## src/rtl/washer_ctrl_if.sv

```systemverilog
// Control bundle between the washer sequencer and its environment (buttons, lid
// sensor, phase timer and actuator drivers).
interface washer_ctrl_if;
   logic start_btn;
   logic lid_open;
   logic cancel;
   logic phase_done;
   logic timer_start;
   logic water_in;
   logic agitate;
   logic drain_out;
   logic spin;
   logic busy;
   logic paused;
   logic cycle_done;

   modport master (
      output start_btn, lid_open, cancel, phase_done,
      input  timer_start, water_in, agitate, drain_out, spin, busy, paused, cycle_done
   );

   modport slave (
      input  start_btn, lid_open, cancel, phase_done,
      output timer_start, water_in, agitate, drain_out, spin, busy, paused, cycle_done
   );
endinterface

```

## src/rtl/washer_ctrl.sv

```systemverilog
// Wash-program sequencer: fill/wash/drain, rinse loops, spin; lid pause and
// cancel with emergency drain. Actuator enables are registered Moore outputs.
module washer_ctrl #(
   parameter int unsigned RINSE_COUNT = 1
) (
   input logic          clk,
   input logic          rstn,
   washer_ctrl_if.slave bus
);

   localparam int unsigned RW = $clog2(RINSE_COUNT + 1);

   typedef enum logic [3:0] {
      ST_IDLE,
      ST_FILL,
      ST_WASH,
      ST_RINSE,
      ST_DRAIN,
      ST_SPIN,
      ST_FINISH,
      ST_PAUSE,
      ST_CXL_DRAIN
   } state_e;

   typedef struct packed {
      logic timer_start;
      logic water_in;
      logic agitate;
      logic drain_out;
      logic spin;
      logic busy;
      logic paused;
      logic cycle_done;
   } out_t;

   state_e        state_q, state_d;
   state_e        saved_q, saved_d;
   logic [RW-1:0] rinse_q, rinse_d;
   logic          blank_q, blank_d;
   logic          done_ok;
   out_t          out_q;

   // Output decode for a given state; applied to the next state so the
   // registered outputs line up with the state register.
   function automatic out_t decode(input state_e s);
      out_t o;
      o             = '0;
      o.busy        = (s != ST_IDLE);
      o.paused      = (s == ST_PAUSE);
      o.cycle_done  = (s == ST_FINISH);
      o.water_in    = (s == ST_FILL);
      o.agitate     = (s == ST_WASH) || (s == ST_RINSE);
      o.spin        = (s == ST_SPIN);
      o.drain_out   = (s == ST_DRAIN) || (s == ST_SPIN) || (s == ST_CXL_DRAIN);
      o.timer_start = (s == ST_FILL) || (s == ST_WASH) || (s == ST_RINSE) ||
                      (s == ST_DRAIN) || (s == ST_SPIN) || (s == ST_CXL_DRAIN);
      return o;
   endfunction

   always_ff @(posedge clk or negedge rstn) begin
      if (!rstn) begin
         state_q <= ST_IDLE;
         saved_q <= ST_FILL;
         rinse_q <= '0;
         blank_q <= 1'b0;
         out_q   <= '0;
      end else begin
         state_q <= state_d;
         saved_q <= saved_d;
         rinse_q <= rinse_d;
         blank_q <= blank_d;
         out_q   <= decode(state_d);
      end
   end

   // blank_q masks the timer's stale done during the first cycle of a fresh phase
   always_comb begin
      state_d = state_q;
      saved_d = saved_q;
      rinse_d = rinse_q;
      blank_d = 1'b0;
      done_ok = bus.phase_done && !blank_q;

      case (state_q)
         ST_IDLE: begin
            if (bus.start_btn && !bus.lid_open) begin
               state_d = ST_FILL;
               rinse_d = '0;
               blank_d = 1'b1;
            end
         end

         ST_FILL, ST_WASH, ST_RINSE, ST_DRAIN, ST_SPIN: begin
            if (bus.cancel) begin
               state_d = ST_CXL_DRAIN;
               blank_d = 1'b1;
            end else if (bus.lid_open) begin
               state_d = ST_PAUSE;
               saved_d = state_q;
            end else if (done_ok) begin
               blank_d = 1'b1;
               case (state_q)
                  ST_FILL:  state_d = (rinse_q == '0) ? ST_WASH : ST_RINSE;
                  ST_WASH,
                  ST_RINSE: state_d = ST_DRAIN;
                  ST_DRAIN: begin
                     if (rinse_q < RW'(RINSE_COUNT)) begin
                        rinse_d = rinse_q + RW'(1);
                        state_d = ST_FILL;
                     end else begin
                        state_d = ST_SPIN;
                     end
                  end
                  default:  state_d = ST_FINISH;
               endcase
            end
         end

         ST_FINISH: state_d = ST_IDLE;

         // Resume is deliberately unblanked so a done latched at the pause edge still counts
         ST_PAUSE: begin
            if (bus.cancel) begin
               state_d = ST_CXL_DRAIN;
               blank_d = 1'b1;
            end else if (!bus.lid_open) begin
               state_d = saved_q;
            end
         end

         ST_CXL_DRAIN: begin
            if (done_ok) state_d = ST_IDLE;
         end

         default: state_d = ST_IDLE;
      endcase
   end

   assign bus.timer_start = out_q.timer_start;
   assign bus.water_in    = out_q.water_in;
   assign bus.agitate     = out_q.agitate;
   assign bus.drain_out   = out_q.drain_out;
   assign bus.spin        = out_q.spin;
   assign bus.busy        = out_q.busy;
   assign bus.paused      = out_q.paused;
   assign bus.cycle_done  = out_q.cycle_done;

endmodule

```

## src/flat_wrapper.sv

```systemverilog
// flat-port wrapper written by rule: the top's interface ports become plain ports
module washer_ctrl_flat 
#(
   parameter int unsigned RINSE_COUNT = 1
)
  (clk, rstn, bus_start_btn, bus_lid_open, bus_cancel, bus_phase_done, bus_timer_start, bus_water_in, bus_agitate, bus_drain_out, bus_spin, bus_busy, bus_paused, bus_cycle_done);
  washer_ctrl_if bus_i ();
  input logic clk;
  input logic rstn;
  input wire logic [$bits(bus_i.start_btn)-1:0] bus_start_btn;
  input wire logic [$bits(bus_i.lid_open)-1:0] bus_lid_open;
  input wire logic [$bits(bus_i.cancel)-1:0] bus_cancel;
  input wire logic [$bits(bus_i.phase_done)-1:0] bus_phase_done;
  output wire logic [$bits(bus_i.timer_start)-1:0] bus_timer_start;
  output wire logic [$bits(bus_i.water_in)-1:0] bus_water_in;
  output wire logic [$bits(bus_i.agitate)-1:0] bus_agitate;
  output wire logic [$bits(bus_i.drain_out)-1:0] bus_drain_out;
  output wire logic [$bits(bus_i.spin)-1:0] bus_spin;
  output wire logic [$bits(bus_i.busy)-1:0] bus_busy;
  output wire logic [$bits(bus_i.paused)-1:0] bus_paused;
  output wire logic [$bits(bus_i.cycle_done)-1:0] bus_cycle_done;
  assign bus_i.start_btn = bus_start_btn;
  assign bus_i.lid_open = bus_lid_open;
  assign bus_i.cancel = bus_cancel;
  assign bus_i.phase_done = bus_phase_done;
  assign bus_timer_start = bus_i.timer_start;
  assign bus_water_in = bus_i.water_in;
  assign bus_agitate = bus_i.agitate;
  assign bus_drain_out = bus_i.drain_out;
  assign bus_spin = bus_i.spin;
  assign bus_busy = bus_i.busy;
  assign bus_paused = bus_i.paused;
  assign bus_cycle_done = bus_i.cycle_done;
  washer_ctrl #(.RINSE_COUNT(RINSE_COUNT)) u_core (.clk(clk), .rstn(rstn), .bus(bus_i));
endmodule
```

## config.mk

```make
export PLATFORM = sky130hd
export DESIGN_NAME = washer_ctrl_flat
export DESIGN_NICKNAME = d
export VERILOG_FILES = /design/src/rtl/washer_ctrl_if.sv /design/src/rtl/washer_ctrl.sv /design/src/flat_wrapper.sv
export SDC_FILE = /design/constraint.sdc
export NUM_CORES = 1
export LEC_CHECK = 0
export BUFFER_PORTS_ARGS = -buffer_cell sky130_fd_sc_hd__buf_2
export CAP_MARGIN = 20
export CORE_ASPECT_RATIO = 0.75
export CORE_UTILIZATION = 45
export CTS_BUF_LIST = sky130_fd_sc_hd__clkbuf_16
export DETAILED_ROUTE_END_ITERATION = 6
export HOLD_SLACK_MARGIN = 0.06
export MAX_ROUTING_LAYER = met4
export PLACE_DENSITY = 0.66
export SLEW_MARGIN = 0
export SYNTH_ARGS = -nofsm -noshare
export SYNTH_HDL_FRONTEND = slang
export SYNTH_SLANG_ARGS = --single-unit
```

## constraint.sdc

```tcl
create_clock -name clk -period 3.8 [get_ports clk]
set_clock_uncertainty 0.15 [all_clocks]
set_input_delay 0 -clock clk [delete_from_list [all_inputs] [get_ports clk]]
set_output_delay 0 -clock clk [all_outputs]
set_load 0.005 [all_outputs]
```

==> results.rst, run 1 <==
.. list-table::
   :header-rows: 1

   * - Metric
     - Value
   * - Routed via count divided by cell count
     - 5.537
   * - Combinational share of power
     - 39.8%
   * - Final Critical Period
     - about 2.6 ns
   * - Remaining design rule violation count
     - 0
   * - Routed len/inst
     - approximately 14 um
   * - Capture instance of the worst register-to-register path
     - u_core.bus.drain_out$_DFF_PN0_
   * - Most frequent standard cell in the layout excluding fill and tap cells
     - dfrtp_1
   * - Async set-or-reset flop fraction in the synthesized netlist
     - 100.0%
   * - Most used flip-flop cell after synthesis
     - dfrtp_1
   * - Total of fill cells in the finished design
     - 156
   * - Final Hold Slack
     - approximately 0.056 ns
   * - Combined area of the multi-input logic cells
     - between 400 and 500 um2
   * - Tightest Pin Transition
     - approximately 0.57 ns
   * - Largest fanout on the critical path
     - 15
   * - Layout cells sized above 1
     - 20.54%
   * - Final nets
     - between 100 and 150
   * - Largest voltage drop on the vdd net
     - around 0.59 mV
   * - Worst Slack Setup Final
     - roughly 1.2 ns
   * - Global-route wire length before repair
     - around 3000 um
   * - Crit Reg-Reg Startpoint
     - u_core.state_q[1]$_DFF_PN0_
   * - Placement Rows
     - 13
   * - CTS H-tree depth
     - 1
   * - Total die area
     - about 0.0022 mm2
   * - Initial core utilization
     - about half
   * - Cell Area, Synth
     - about 900 um2
   * - Count of distinct cell types in the synthesized netlist
     - 34
   * - # diodes
     - 0
   * - Status
     - complete, no violations
   * - Most used cells in the layout excluding fill and tap cells
     - dfrtp_1, buf_2, nand2_1
   * - Worst slack at placement
     - ~1.3 ns
   * - Die span in x
     - 53.85 um
   * - Routed vias
     - ~740
   * - RSZ-0062 raised after global routing
     - false
   * - Switching component of the power
     - around 0.34 mW
   * - Final Hold Fails
     - 0
   * - Number of buffers and inverters on the critical path
     - 1
   * - Overall routing resource usage
     - 21.19%
   * - Seq cells post-synth
     - 18
   * - Area added between synthesis and finish
     - 20.97%
   * - Final antenna-violating net count
     - 0
   * - Register share of total power
     - 36.9%
   * - Congestion Overflow GR
     - 0
   * - Setup Fix Bufs, Post-CTS
     - 0
   * - Net switching fraction of the power
     - a little under two fifths
   * - Startpoint type of the worst setup path
     - register
   * - Pins over their slew limit
     - 0
   * - Register-to-register path setup slack
     - 1.22 ns
   * - Period Utilization, post-route
     - 67.88%
   * - Standby leakage power
     - 0.5129 nW
   * - Maximum clock path buffer count
     - 2
   * - Final TNS setup
     - 0 ns
   * - Clock net sink count
     - 18
   * - Floorplan core area
     - approximately 0.0018 mm2
   * - Count of flip-flops with a built-in enable after synthesis
     - 0
   * - Chip Height
     - approximately 41 um
   * - Internal cell power
     - 0.5509 mW
   * - Pwr dens
     - 814.0 mW/mm2
   * - RePlAce Congestion
     - ~0.8
   * - Power consumption
     - 0.8932 mW
   * - Detailed Routing Iterations Pass 1
     - 5
   * - Count of hold buffers inserted by post-cts repair
     - 4
   * - Hold WC Path Type
     - in2async
   * - Endpoint kind of the worst setup timing path
     - register
   * - Final WL
     - about 1900 um
   * - Delay contributed by the slowest stage of the critical path
     - roughly 0.54 ns
   * - Number of buffers inserted during clock tree synthesis
     - 3
   * - Initial drt markers
     - 21
   * - Detail Placement HPWL
     - 1240 um
   * - Most frequent CP cell
     - or3_1
   * - Cells resized by post-CTS repair
     - 0
   * - Seq. cell area
     - 451.7 um2
   * - Total number of cells along the worst setup path
     - 7
   * - Cell with the biggest individual delay on the critical path
     - dfrtp_1
   * - Data required time at the worst endpoint
     - approximately 3.8 ns
   * - Cell count of the worst reg-to-reg path
     - 7
   * - Number of nets in the synthesized netlist
     - 102
   * - Vias in the first global route
     - around 640
   * - Maximum operating frequency
     - 0.3877 GHz
   * - Worst Path Arrival
     - approximately 2.6 ns
   * - Count of maximum capacitance violations
     - 0
   * - Worst-skew pair later-pin latency
     - around 0.25 ns
   * - Yosys warning count
     - 0
   * - Mapped Avg Cell Area
     - 9.449 um2
   * - Pin count of the biggest net entering global routing
     - 19
   * - Relative slew margins
     - about three fifths
   * - Count of boundary I/O pins
     - 14
   * - Kind of cell adding the most delay to the critical path
     - simple AND/OR/NAND/NOR gates
   * - # setup viols final
     - 0
   * - Sequential element share of the synthesized area
     - between 40 and 50%
   * - Path type of the worst setup path
     - reg2reg
   * - Antenna violations before repair
     - 0
   * - Post-synthesis cell count
     - 96
   * - Share of power burned in the clock network
     - roughly 23%
   * - CTS root buf
     - clkbuf_16
   * - Finished Core Util
     - 60.78%
   * - Total of buffers placed on input and output ports
     - 13
   * - Clock edge transition at the registers on the reported setup and hold paths
     - about 0.050 ns
   * - TritonCTS clock tree
     - built
   * - Ordered cell list for the critical path
     - or3_1 -> or3_1 -> o211a_2 -> a311oi_4 -> inv_2 -> or3_1 -> a21oi_1
power by group through the flow:
stage	Sequential [mW]	Clock (mW)	Combinational (mW)
after global placement	0.329	0	0.335
after CTS	0.326	0.212	0.354
final	0.330	0.207	0.356
after global routing	0.340	0.224	0.399
after detailed placement	0.329	0	0.337
after floorplan	0.285	0	0.301
state kept, by name, indices dropped and copies added (netlist names):
register                flops
u_core.saved_q              4
u_core.rinse_q              1
u_core.bus.spin             1
u_core.bus.drain_out        1
u_core.bus.timer_start      1
u_core.bus.paused           1
u_core.bus.agitate          1
u_core.bus.cycle_done       1
u_core.bus.busy             1
u_core.bus.water_in         1
u_core.state_q              4
u_core.blank_q              1
per-stage QoR:
step,instance area [um2],instances
after floorplan,907.1,96
after global placement,978.4,126
after detailed placement,978.4,126
after CTS,1097,134
after global routing,1097,134
final,1097,134
Yosys cell counts, types with 2 or more instances:
master | n | area (um2)
a21oi_1 | 3 | 15.01
a31oi_1 | 2 | 12.51
buf_2 | 2 | 10.01
clkbuf_1 | 3 | 11.26
dfrtp_1 | 17 | 425.4
inv_1 | 4 | 15.01
nand2_1 | 11 | 41.29
nand2b_1 | 3 | 18.77
nand3_1 | 2 | 10.01
nor2_1 | 10 | 37.54
nor3_1 | 6 | 30.03
nor3b_1 | 3 | 22.52
o21a_1 | 2 | 15.01
o21ai_0 | 6 | 30.03
or3_1 | 3 | 18.77
final cells by class:
class / instances / area share, %
Clock inverter: 1 / 0.3421
Clock buffer: 3 / 6.842
Inverter: 5 / 1.710
Tap cell: 22 / 2.509
Sequential cell: 18 / 41.16
Timing Repair Buffer: 17 / 9.578
Multi-Input combinational cell: 68 / 37.86
logic make-up (layout without fill, tap and decap cells):
logic type	count (synthesis)	count (layout)	synth area share, %
buffers and inverters	10	26	4.413
and+or+nand+nor	45	45	25.11
AOI/OAI and AO/OA	21	21	18.48
DFF	18	18	49.79
muxes	1	1	1.241
xor gates and xnor gates	1	1	0.9657
worst register-to-register path: stages, from the launching register on:
cell and delay [ns]:
dfrtp_1 0.54, or3_1 0.42, or3_1 0.30, o211a_2 0.15, a311oi_4 0.34, inv_2 0.12
or3_1 0.33, a21oi_1 0.15
worst max path at each step:
stage	from	to	slack [ns]
floorplan	u_core.state_q[1]$_DFF_PN0_	u_core.bus.drain_out$_DFF_PN0_	1.53
global placement	u_core.state_q[1]$_DFF_PN0_	u_core.bus.drain_out$_DFF_PN0_	1.33
detailed placement	u_core.state_q[1]$_DFF_PN0_	u_core.bus.drain_out$_DFF_PN0_	1.28
CTS	u_core.state_q[1]$_DFF_PN0_	u_core.bus.drain_out$_DFF_PN0_	1.25
global route	u_core.state_q[1]$_DFF_PN0_	u_core.bus.timer_start$_DFF_PN0_	1.14
finish	u_core.state_q[1]$_DFF_PN0_	u_core.bus.drain_out$_DFF_PN0_	1.22
layer usage:
layer / part of all wire, % / track usage (%) / up-vias / wire (um)
met5: 0 / - / - / 0
met4: 0 / 5.263 / 0 / 0
met3: 8.0 / 9.259 / 0 / 149
met2: 43 / 28.70 / 34 / 799
met1: 49 / 28.44 / 339 / 912
li1: - / - / 369 / -
(Power assumes the default switching activity.)
==> inputs of run 2 (changes only) <==
- clock period: 3.8 -> 2.4 ns (I/O delays scaled with it)
==> run 2 against run 1 <==
Net effect:
- register-to-register slack lost 1.1 ns
- sequential power grew 38%
- critical path depth is the same
- total power grew 71%
- first-iteration DRC count grew 33%
- critical path type unchanged
- final cell count grew 6.0%
- count of clock-buffer cells in the layout is the same
- non-clock buffer count grew 8
- largest cell class unchanged
- die area is the same
- design area grew 5.2%
- wire length grew 11%
- flip-flop and latch count is the same
==> results.rst, run 2 (synthesis results as in run 1) <==
.. list-table::
   :header-rows: 1

   * - Metric
     - Value
   * - Kind of cell adding the most delay to the critical path
     - simple AND/OR/NAND/NOR gates (unchanged)
   * - Maximum clock path buffer count
     - 2 (unchanged)
   * - Routed vias
     - 806 (was 742)
   * - Finished Core Util
     - 63.96% (was 60.78%)
   * - Number of buffers inserted during clock tree synthesis
     - 3 (unchanged)
   * - Routed via count divided by cell count
     - 5.676 (was 5.537)
   * - Pins over their slew limit
     - 0 (unchanged)
   * - Cells resized by post-CTS repair
     - 0 (unchanged)
   * - Number of instances in the placed design
     - 135 (was 126)
   * - Global-route wire length before repair
     - 3187 um (was 3008 um)
   * - Ordered cell list for the critical path
     - or3_1 -> or3_1 -> o211a_2 -> a311oi_4 -> inv_2 -> or3_1 -> a21oi_1 (unchanged)
   * - Number of buffers and inverters on the critical path
     - 1 (unchanged)
   * - Total of fill cells in the finished design
     - 141 (was 156)
   * - Status
     - complete, no violations (unchanged)
   * - Die span in x
     - 53.85 um (unchanged)
   * - Remaining design rule violation count
     - 0 (unchanged)
   * - Floorplan core area
     - 0.001805 mm2 (unchanged)
   * - Worst-skew pair later-pin latency
     - 0.25 ns (about the same)
   * - Area added between synthesis and finish
     - 27.31% (was 20.97%)
   * - Layout cells sized above 1
     - 26.67% (was 20.54%)
   * - Standby leakage power
     - 0.5549 nW (was 0.5129 nW)
   * - Cell with the biggest individual delay on the critical path
     - dfrtp_1 (unchanged)
   * - Startpoint type of the worst setup path
     - register (unchanged)
   * - Overall routing resource usage
     - 23.27% (was 21.19%)
   * - Largest fanout on the critical path
     - 6 (was 15)
   * - Total die area
     - 0.002201 mm2 (unchanged)
   * - Initial core utilization
     - 50.24% (unchanged)
   * - Seq. cell area
     - 451.7 um2 (unchanged)
   * - Antenna violations before repair
     - 0 (unchanged)
   * - Final nets
     - 127 (was 119)
   * - Placement Rows
     - 13 (unchanged)
   * - Pin count of the biggest net entering global routing
     - 19 (unchanged)
   * - Combined area of the multi-input logic cells
     - 415.4 um2 (unchanged)
   * - Total of buffers placed on input and output ports
     - 13 (unchanged)
   * - Chip Height
     - 40.88 um (unchanged)
   * - Vias in the first global route
     - 701 (was 643)
   * - Period Utilization, post-route
     - 94.76% (was 67.88%)
   * - Largest voltage drop on the vdd net
     - 0.6260 mV (was 0.5949 mV)
   * - Final antenna-violating net count
     - 0 (unchanged)
   * - Initial drt markers
     - 28 (was 21)
   * - Count of maximum capacitance violations
     - 0 (unchanged)
   * - Hold WC Path Type
     - in2async (unchanged)
   * - Most used cells in the layout excluding fill and tap cells
     - dfrtp_1, buf_2, nand2_1 (unchanged)
   * - Relative slew margins
     - 69.27% (was 61.76%)
   * - TritonCTS clock tree
     - built (unchanged)
   * - Final WL
     - 2063 um (was 1862 um)
   * - Clock edge transition at the registers on the reported setup and hold paths
     - 0.05 ns (about the same)
   * - Routed len/inst
     - 14.53 um (was 13.90 um)
   * - Most frequent standard cell in the layout excluding fill and tap cells
     - dfrtp_1 (unchanged)
   * - Final Hold Fails
     - 0 (unchanged)
   * - # setup viols final
     - 0 (unchanged)
   * - Path type of the worst setup path
     - reg2reg (unchanged)
   * - # diodes
     - 0 (unchanged)
   * - Maximum operating frequency
     - 0.4397 GHz (was 0.3877 GHz)
   * - Final Critical Period
     - 2.274 ns (was 2.580 ns)
   * - Most frequent CP cell
     - or3_1 (unchanged)
   * - Data required time at the worst endpoint
     - 2.42 ns (was 3.82 ns)
   * - Congestion Overflow GR
     - 0 (unchanged)
   * - Clock net sink count
     - 18 (unchanged)
   * - Count of boundary I/O pins
     - 14 (unchanged)
   * - Worst Path Arrival
     - 2.30 ns (was 2.60 ns)
   * - Final TNS setup
     - 0 ns (unchanged)
   * - Detailed Routing Iterations Pass 1
     - 4 (was 5)
   * - Detail Placement HPWL
     - 1496 um (was 1240 um)
   * - CTS H-tree depth
     - 1 (unchanged)
   * - RSZ-0062 raised after global routing
     - false (unchanged)
   * - Delay contributed by the slowest stage of the critical path
     - 0.36 ns (was 0.54 ns)
   * - CTS root buf
     - clkbuf_16 (unchanged)
   * - Largest registers
     - u_core.saved_q (4), u_core.state_q (4) (unchanged)
   * - Endpoint kind of the worst setup timing path
     - register (unchanged)
   * - Non-filler cells, final
     - 142 (was 134)
   * - Pwr dens
     - 1325 mW/mm2 (was 814.0 mW/mm2)
   * - RePlAce Congestion
     - 0.9978 (was 0.8101)
   * - Tightest Pin Transition
     - 0.4609 ns (was 0.5726 ns)
==> run 2: worst paths after layout <==
check | cells after the start | slack, ns | end | startpoint
min in group clk | 3 | 0.09 | u_core.state_q[2]$_DFF_PN0_ | bus_lid_open
worst max register to register | 7 | 0.13 | u_core.bus.drain_out$_DFF_PN0_ | u_core.state_q[1]$_DFF_PN0_
worst min-delay path | 2 | 0.05 | u_core.saved_q[2]$_DFFE_PN0P_ | rstn
worst min register to register | 2 | 0.34 | u_core.saved_q[2]$_DFFE_PN0P_ | u_core.saved_q[2]$_DFFE_PN0P_
worst max-delay path | 7 | 0.13 | u_core.bus.drain_out$_DFF_PN0_ | u_core.state_q[1]$_DFF_PN0_
max in group asynchronous | 2 | 1.74 | u_core.saved_q[0]$_DFFE_PN1P_ | rstn
==> run 2: per-stage QoR <==
step,worst slack [ns],hold WS (ns),area [um2],power [mW]
final,0.1257,0.05164,1155,1.531
after global routing,0.03041,0.09867,1155,1.636
after CTS,0.08820,0.07019,1155,1.532
after detailed placement,0.08650,-0.1980,1046,1.177
after global placement,0.1520,-0.2015,1046,1.168
after floorplan,0.1325,-0.4456,907.1,0.9279
==> run 2: power breakdown <==
group	switching, mW	internal, mW	total (mW)
clock network	0.103	0.221	0.323
registers	0.0456	0.409	0.454
logic	0.429	0.324	0.753
==> run 2: layout make-up <==
| type | instances | area share (%) |
|---|---|---|
| clock inverters | 1 | 0.3250 |
| clock buffers | 3 | 6.501 |
| inverters | 5 | 1.625 |
| flip-flops and latches | 18 | 39.11 |
| well taps | 22 | 2.384 |
| repair buffers | 25 | 14.08 |
| multi-input cells | 68 | 35.97 |
==> run 2: timing repair <==
| action | 4_1_cts | 5_1_grt |
|---|---|---|
| buffers inserted | 0 | 0 |
| setup endpoints to repair | 0 | 1 |
| hold buffers | 3 | 0 |
| endpoints found under the hold margin | 20 | 0 |
==> run 2: routing by layer <==
metal,routed length (um),GRT usage [%]
met3,162,9.630
met5,0,-
met1,1022,30.73
met2,825,29.32
met4,52,13.16
